## src/rtl/ram1k_access_ctrl.sv

```systemverilog
// Burst read/write sequencer in front of the 1Kx8 RAM bank decoder: one Bank_En pulse per beat.
// Read data 3 cycles after acceptance (2 per beat); writes stall in WR_WAIT until Wr_Data_Valid, no Rd backpressure.
module ram1k_access_ctrl #(
    parameter int ADDR_W = 10,
    parameter int DATA_W = 8,
    parameter int BANK_W = 3,
    parameter int LEN_W  = 4
) (
    input  logic                     CLK,
    input  logic                     RST,
    input  logic                     Req_Valid,
    output logic                     Req_Ready,
    input  logic                     Req_Write,
    input  logic [ADDR_W-1:0]        Req_Addr,
    input  logic [LEN_W-1:0]         Req_Len,
    input  logic [DATA_W-1:0]        Wr_Data,
    input  logic                     Wr_Data_Valid,
    output logic                     Wr_Data_Ready,
    output logic [DATA_W-1:0]        Rd_Data,
    output logic                     Rd_Valid,
    output logic                     Busy,
    output logic [BANK_W-1:0]        Bank_Sel,
    output logic                     Bank_En,
    output logic [ADDR_W-BANK_W-1:0] Row_Addr,
    output logic                     Mem_WE,
    output logic [DATA_W-1:0]        Mem_Din,
    input  logic [DATA_W-1:0]        Mem_Dout
);

    typedef enum logic [2:0] {
        IDLE    = 3'd0,
        RD_ACC  = 3'd1,
        RD_CAP  = 3'd2,
        WR_WAIT = 3'd3,
        WR_ACC  = 3'd4
    } state_t;

    state_t              state_q;
    logic [ADDR_W-1:0]   addr_q;
    logic [ADDR_W-1:0]   addr_d;
    logic [LEN_W-1:0]    cnt_q;
    logic [DATA_W-1:0]   rd_data_q;
    logic                rd_vld_q;
    logic [DATA_W-1:0]   din_q;

    // Natural wrap of the adder gives the modulo-1K address sequence.
    assign addr_d        = addr_q + ADDR_W'(1);

    assign Req_Ready     = (state_q == IDLE) & ~RST;
    assign Busy          = (state_q != IDLE);
    assign Wr_Data_Ready = (state_q == WR_WAIT);
    assign Bank_En       = (state_q == RD_ACC) | (state_q == WR_ACC);
    assign Mem_WE        = (state_q == WR_ACC);
    assign Bank_Sel      = addr_q[ADDR_W-1 -: BANK_W];
    assign Row_Addr      = addr_q[ADDR_W-BANK_W-1:0];
    assign Rd_Data       = rd_data_q;
    assign Rd_Valid      = rd_vld_q;
    assign Mem_Din       = din_q;

    always_ff @(posedge CLK) begin
        if (RST) begin
            state_q   <= IDLE;
            addr_q    <= '0;
            cnt_q     <= '0;
            rd_data_q <= '0;
            rd_vld_q  <= 1'b0;
            din_q     <= '0;
        end else begin
            rd_vld_q <= 1'b0;
            case (state_q)
                IDLE: begin
                    if (Req_Valid) begin
                        addr_q  <= Req_Addr;
                        cnt_q   <= Req_Len;
                        state_q <= Req_Write ? WR_WAIT : RD_ACC;
                    end
                end
                RD_ACC: state_q <= RD_CAP;
                RD_CAP: begin
                    // Bank output is valid this cycle, one cycle after the enable.
                    rd_data_q <= Mem_Dout;
                    rd_vld_q  <= 1'b1;
                    addr_q    <= addr_d;
                    if (cnt_q == '0) begin
                        state_q <= IDLE;
                    end else begin
                        cnt_q   <= cnt_q - LEN_W'(1);
                        state_q <= RD_ACC;
                    end
                end
                WR_WAIT: begin
                    if (Wr_Data_Valid) begin
                        din_q   <= Wr_Data;
                        state_q <= WR_ACC;
                    end
                end
                WR_ACC: begin
                    addr_q <= addr_d;
                    if (cnt_q == '0) begin
                        state_q <= IDLE;
                    end else begin
                        cnt_q   <= cnt_q - LEN_W'(1);
                        state_q <= WR_WAIT;
                    end
                end
                default: state_q <= IDLE;
            endcase
        end
    end

endmodule
```

## config.mk

```make
export PLATFORM = sky130hd
export DESIGN_NAME = ram1k_access_ctrl
export DESIGN_NICKNAME = d
export VERILOG_FILES = /design/src/rtl/ram1k_access_ctrl.sv
export SDC_FILE = /design/constraint.sdc
export NUM_CORES = 1
export LEC_CHECK = 0
export ABC_AREA = 1
export ABC_CLOCK_PERIOD_IN_PS = 1800
export CAP_MARGIN = 40
export CELL_PAD_IN_SITES_DETAIL_PLACEMENT = 1
export CELL_PAD_IN_SITES_GLOBAL_PLACEMENT = 1
export CORE_AREA = 2 2 57 113
export CTS_CLUSTER_SIZE = 10
export DETAILED_ROUTE_END_ITERATION = 6
export DIE_AREA = 0 0 59 115
export MAX_ROUTING_LAYER = met4
export PLACE_DENSITY_LB_ADDON = 0.08
export REMOVE_ABC_BUFFERS = 1
export SYNTH_ARGS = -nofsm -noshare
export SYNTH_HDL_FRONTEND = slang
export SYNTH_SLANG_ARGS = --single-unit
```

## constraint.sdc

```tcl
create_clock -name CLK -period 1.8 [get_ports CLK]
set_input_delay 0.27 -clock CLK [delete_from_list [all_inputs] [get_ports CLK]]
set_output_delay 0.27 -clock CLK [all_outputs]
set_load 0.05 [all_outputs]
```

After elaboration in Yosys (flattened, before gate mapping)

Cells that the tools add are included.

Bits in registers: 34
Input bits: 35
Output and inout bits: 32
Logic and storage cells: 39

$add $sub $neg: 2
Equal/unequal tests: 7
Mux-type cells: 12
Bitwise gates (word level): 3
Reduce and logical (&&, ||, !) cells: 9

Operators with widths:

| kind                    | number |
|---|---|
| $pmux W10 S2            | 1 |
| $pmux W3 S5             | 1 |
| $add A10 B1 Y10 const B | 1 |
| $mux W10                | 1 |
| $mux W4                 | 2 |
| $pmux W4 S2             | 1 |
| $eq A3 B2 Y1 const B    | 2 |
| $mux W3                 | 2 |
| $ne A2 B2 Y1 const B    | 3 |
| $reduce_and A2 Y1       | 3 |
| $logic_not A4 Y1        | 1 |
| $mux W2                 | 2 |
| $sub A4 B1 Y4 const B   | 1 |
| $eq A3 B1 Y1 const B    | 1 |
| $eq A3 B3 Y1 const B    | 1 |
| $logic_not A3 Y1        | 1 |
| $reduce_and A3 Y1       | 1 |
| $reduce_bool A3 Y1      | 1 |
| $mux W1                 | 2 |
| $reduce_bool A2 Y1      | 1 |
| $reduce_or A2 Y1        | 1 |
| $and A1 B1 Y1           | 1 |
| $not A1 Y1              | 1 |
| $or A1 B1 Y1            | 1 |

Longest topological paths before layout

Depth after elaboration: 4
Mapped depth: 10
Gate-level depth less buffers: 10

Worst setup path before layout

Ideal clock, no wire load.

Kind: reg-to-output
From: reg state_q[1]
To: out Req_Ready
Data arrival time: 1.529 ns
Data required time: 1.530 ns
Slack: 0.001 ns
Stages on the path, launching flop included: 6
Path buffers: 0
Cell sequence: dfxtp_1 > inv_1 > nand2_1 > nor2_1 > inv_1 > nor2_1

Longest elaborated chain between the ends: 2

Ends and longest elaborated chain:

| what                   | line | RTL |
|---|---|---|
| start, declared        | 38   | `state_t state_q;` |
| start signal, assigned | 75   | `state_q <= Req_Write ? WR_WAIT : RD_ACC;` |
| $logic_not A3 Y1       | 49   | `assign Req_Ready = (state_q == IDLE) & ~RST;` |
| $and A1 B1 Y1          | 49   |  |
| end, declared          | 12   | `output logic Req_Ready,` |

Every way passes these cells.

Worst setup path after layout

From: reg addr_q[1]
To: out Row_Addr[1]

RTL lines:

| what                   | line | RTL |
|---|---|---|
| start, declared        | 39   | `logic [ADDR_W-1:0] addr_q;` |
| start signal, assigned | 73   | `addr_q <= Req_Addr;` |
| start signal, assigned | 83   | `addr_q <= addr_d;` |
| start signal, assigned | 98   | `addr_q <= addr_d;` |
| end, declared          | 24   | `output logic [ADDR_W-BANK_W-1:0] Row_Addr,` |

No word-level cell between the ends.

==> metrics.cfg <==
[outcome]
outcome=finished clean

[finish]
final_util=0.435
fill_cells=761
area.growth.synth_to_final_pct=53.8
final_cell_area_um2=2570
drive_gt1_frac=0.120
diodes=0
fin_nets=353

[pwr]
peakVddDrop_v=0.000555
p_comb_frac=0.399
p_per_area_nw_per_um2=1150
clkPwrFrac=0.277
total_power_mw=2.95
p_int_mw=1.81
power_frac_seq=0.325
p_leak_nw=1.04
swShare=0.387
p_sw_mw=1.14

[worst_setup_path]
crit_arrival_ps=1490
cp.buffers_inverters=1
path_class=reg -> out
critical_path.max_fanout=4
cpMaxStageDelayCell=clkdlybuf4s50_1
cp-end-kind=output port
cpLargestDelayFamily=buffers and inverters
worst_ep_required_time_ps=1530
cpPeakStageDelay_ps=830
path_cells=clkdlybuf4s50_1
start_kind=flip-flop

[synthesis]
synth_ff_type=dfxtp_1
synth_compound_area_frac=0.145
synthSimpleGateAreaFrac=0.345
async_reset_ff_frac=0
ys_seq_area_frac=0.407
yosysUniqueCellTypes=27
synth.area.mux_share=0
synth_xor_area_frac=0.00524
avgSynthCellArea_um2=6.82
ys_ff_latch=34
ys_warn_count=0
synth_edf_count=0
synth_top_family_by_area=simple AND/OR/NAND/NOR gates
syn_area_um2=1670
synthCells=245
synthAdderAreaFrac=0.0150

[timing]
fin_skew_ps=2.34
relSlewSlack=0.655
hold_violations=0
rsz0062_at_grt=no
post-route-min-period_ps=1760
timing.fmax_mhz=567
tightest_slew_ps=516
slew_viol_final=0
timing.final.crit_share=0.979
setup_violations=0
worst_slack_ps=37.7

[clocking]
insertion_delay_ps=280
ctsHoldBuffers=0
clkSinkCount=34
cts_tree=done
clk_pin_slew_worst_paths_ps=50
clockBufferDepth=2
cts.root.buffer_cell=clkbuf_16
h-tree-depth=2
cts-resized-gates=0
numCtsBuffers=5
postCtsSetupRepairBufs=0

[global_routing]
grt_pass1_vias=1903
track_usage=0.170
antenna_found_initial=0
grt_first_pass_wirelength_um=8550
grt_max_degree=17
grt_remaining_overflow=0

[floorplan]
die-area_um2=6790
start_util=0.283
die_y_um=115
rows=40
die_w_um=59
core_um2=5910
ios=67

[placed_design]
gp_congestion=0.779
placed_cell_area_um2=2440
io_buffers=66
pre_cts_ws_ps=192
dp.final_hpwl_um=3740

[flow_run]
drv_cap=0

[drt]
vias_per_cell=4.84
finalWirelength_um=5000
dr.pass1.iters=4
avgRoutedWirePerCell_um=13.2
route.detailed.drc=0
drt_iter0_drc=57
final_antenna_net_count=0
vias=1836

[worst_hold_path]
hold_path.class=reg -> reg

==> through the flow <==
step | cells | TNS (ps) | hold slack (ps)
3_3_place_gp | 372 | 0 | 451
2_1_floorplan | 236 | -2170 | 332
3_5_place_dp | 372 | 0 | 463
6_report | 379 | 0 | 466
5_1_grt | 379 | 0 | 487
4_1_cts | 379 | 0 | 470
==> logic make-up (layout without fill, tap and decap cells) <==
logic type      after synthesis  count (layout)
flops                        34              34
xor+xnor                      1               1
simple gates                132             132
buf+inv                      31             102
compound gates               45              45
fa+ha+maj                     2               2
==> state kept, by name, indices dropped and copies added, names as in the netlist <==
| signal | flops |
|---|---|
| addr_q | 10 |
| Mem_Din | 8 |
| Rd_Data | 8 |
| cnt_q | 4 |
| state_q | 3 |
| Rd_Valid | 1 |
==> final timing paths <==
check             startpoint     endpoint  slack (ps)  depth (start not counted)
setup / recovery   addr_q[1]  Row_Addr[1]          40                          1
hold / removal    Mem_Din[1]   Mem_Din[1]         470                          2
setup reg to reg  state_q[0]     cnt_q[1]         270                          8
hold reg to reg   Mem_Din[1]   Mem_Din[1]         470                          2
==> worst min-delay path: cells and delay by family, from the launching register on <==
kind             cells  cell delay, ps
AO/OA/AOI/OAI        1              50
AND/OR/NAND/NOR      1              60
flip-flops           1             310
==> routing by layer <==
metal  track usage  vias up  share of wire
met4        0.0894        0          0.027
met2         0.267       44           0.50
li1              -      929              -
met3        0.0427       10          0.046
met1         0.195      853           0.43
met5             -        -              0
==> synth_stat cells (2+ instances only) <==
| cell type | instances | share of area |
|---|---|---|
| or2_0 | 2 | 0.0075 |
| nand3_1 | 23 | 0.069 |
| nand3_2 | 3 | 0.018 |
| nand2_2 | 2 | 0.0075 |
| a21oi_1 | 21 | 0.063 |
| o21ai_0 | 19 | 0.057 |
| buf_2 | 2 | 0.0060 |
| inv_2 | 3 | 0.0067 |
| nor2_1 | 45 | 0.10 |
| a31oi_1 | 2 | 0.0075 |
| nand3b_1 | 2 | 0.0090 |
| buf_6 | 2 | 0.013 |
| clkbuf_1 | 4 | 0.0090 |
| ha_1 | 2 | 0.015 |
| dfxtp_1 | 34 | 0.41 |
| nand2_1 | 50 | 0.11 |
| inv_1 | 19 | 0.043 |
==> final cells by class <==
class | instances | area, µm² | share of cell area
Inverter | 22 | 82.6 | 0.0321
Sequential cell | 34 | 681 | 0.265
Tap cell | 63 | 78.8 | 0.0307
Clock buffer | 7 | 133 | 0.0516
Timing Repair Buffer | 73 | 743 | 0.289
Multi-Input combinational cell | 180 | 853 | 0.332
==> power by group through the flow <==
stage          clock network, mW  registers [mW]  logic, mW
2_1_floorplan                  0            1.22      0.482
3_3_place_gp                   0           0.969       1.17
3_5_place_dp                   0           0.974       1.19
4_1_cts                    0.845           0.959       1.19
5_1_grt                    0.871           0.975       1.29
6_report                   0.816           0.957       1.18
==> placed cells by master, fill, tap and decap left out, types with 3 or more instances in the layout <==
cell             instances
clkdlybuf4s50_1         53
nand2_1                 50
nor2_1                  45
dfxtp_1                 34
nand3_1                 23
a21oi_1                 21
inv_1                   19
o21ai_0                 19
buf_4                   15
clkbuf_16                5
buf_12                   5
inv_2                    3
nand3_2                  3
Note: power is estimated with default switching activity, not from simulation.
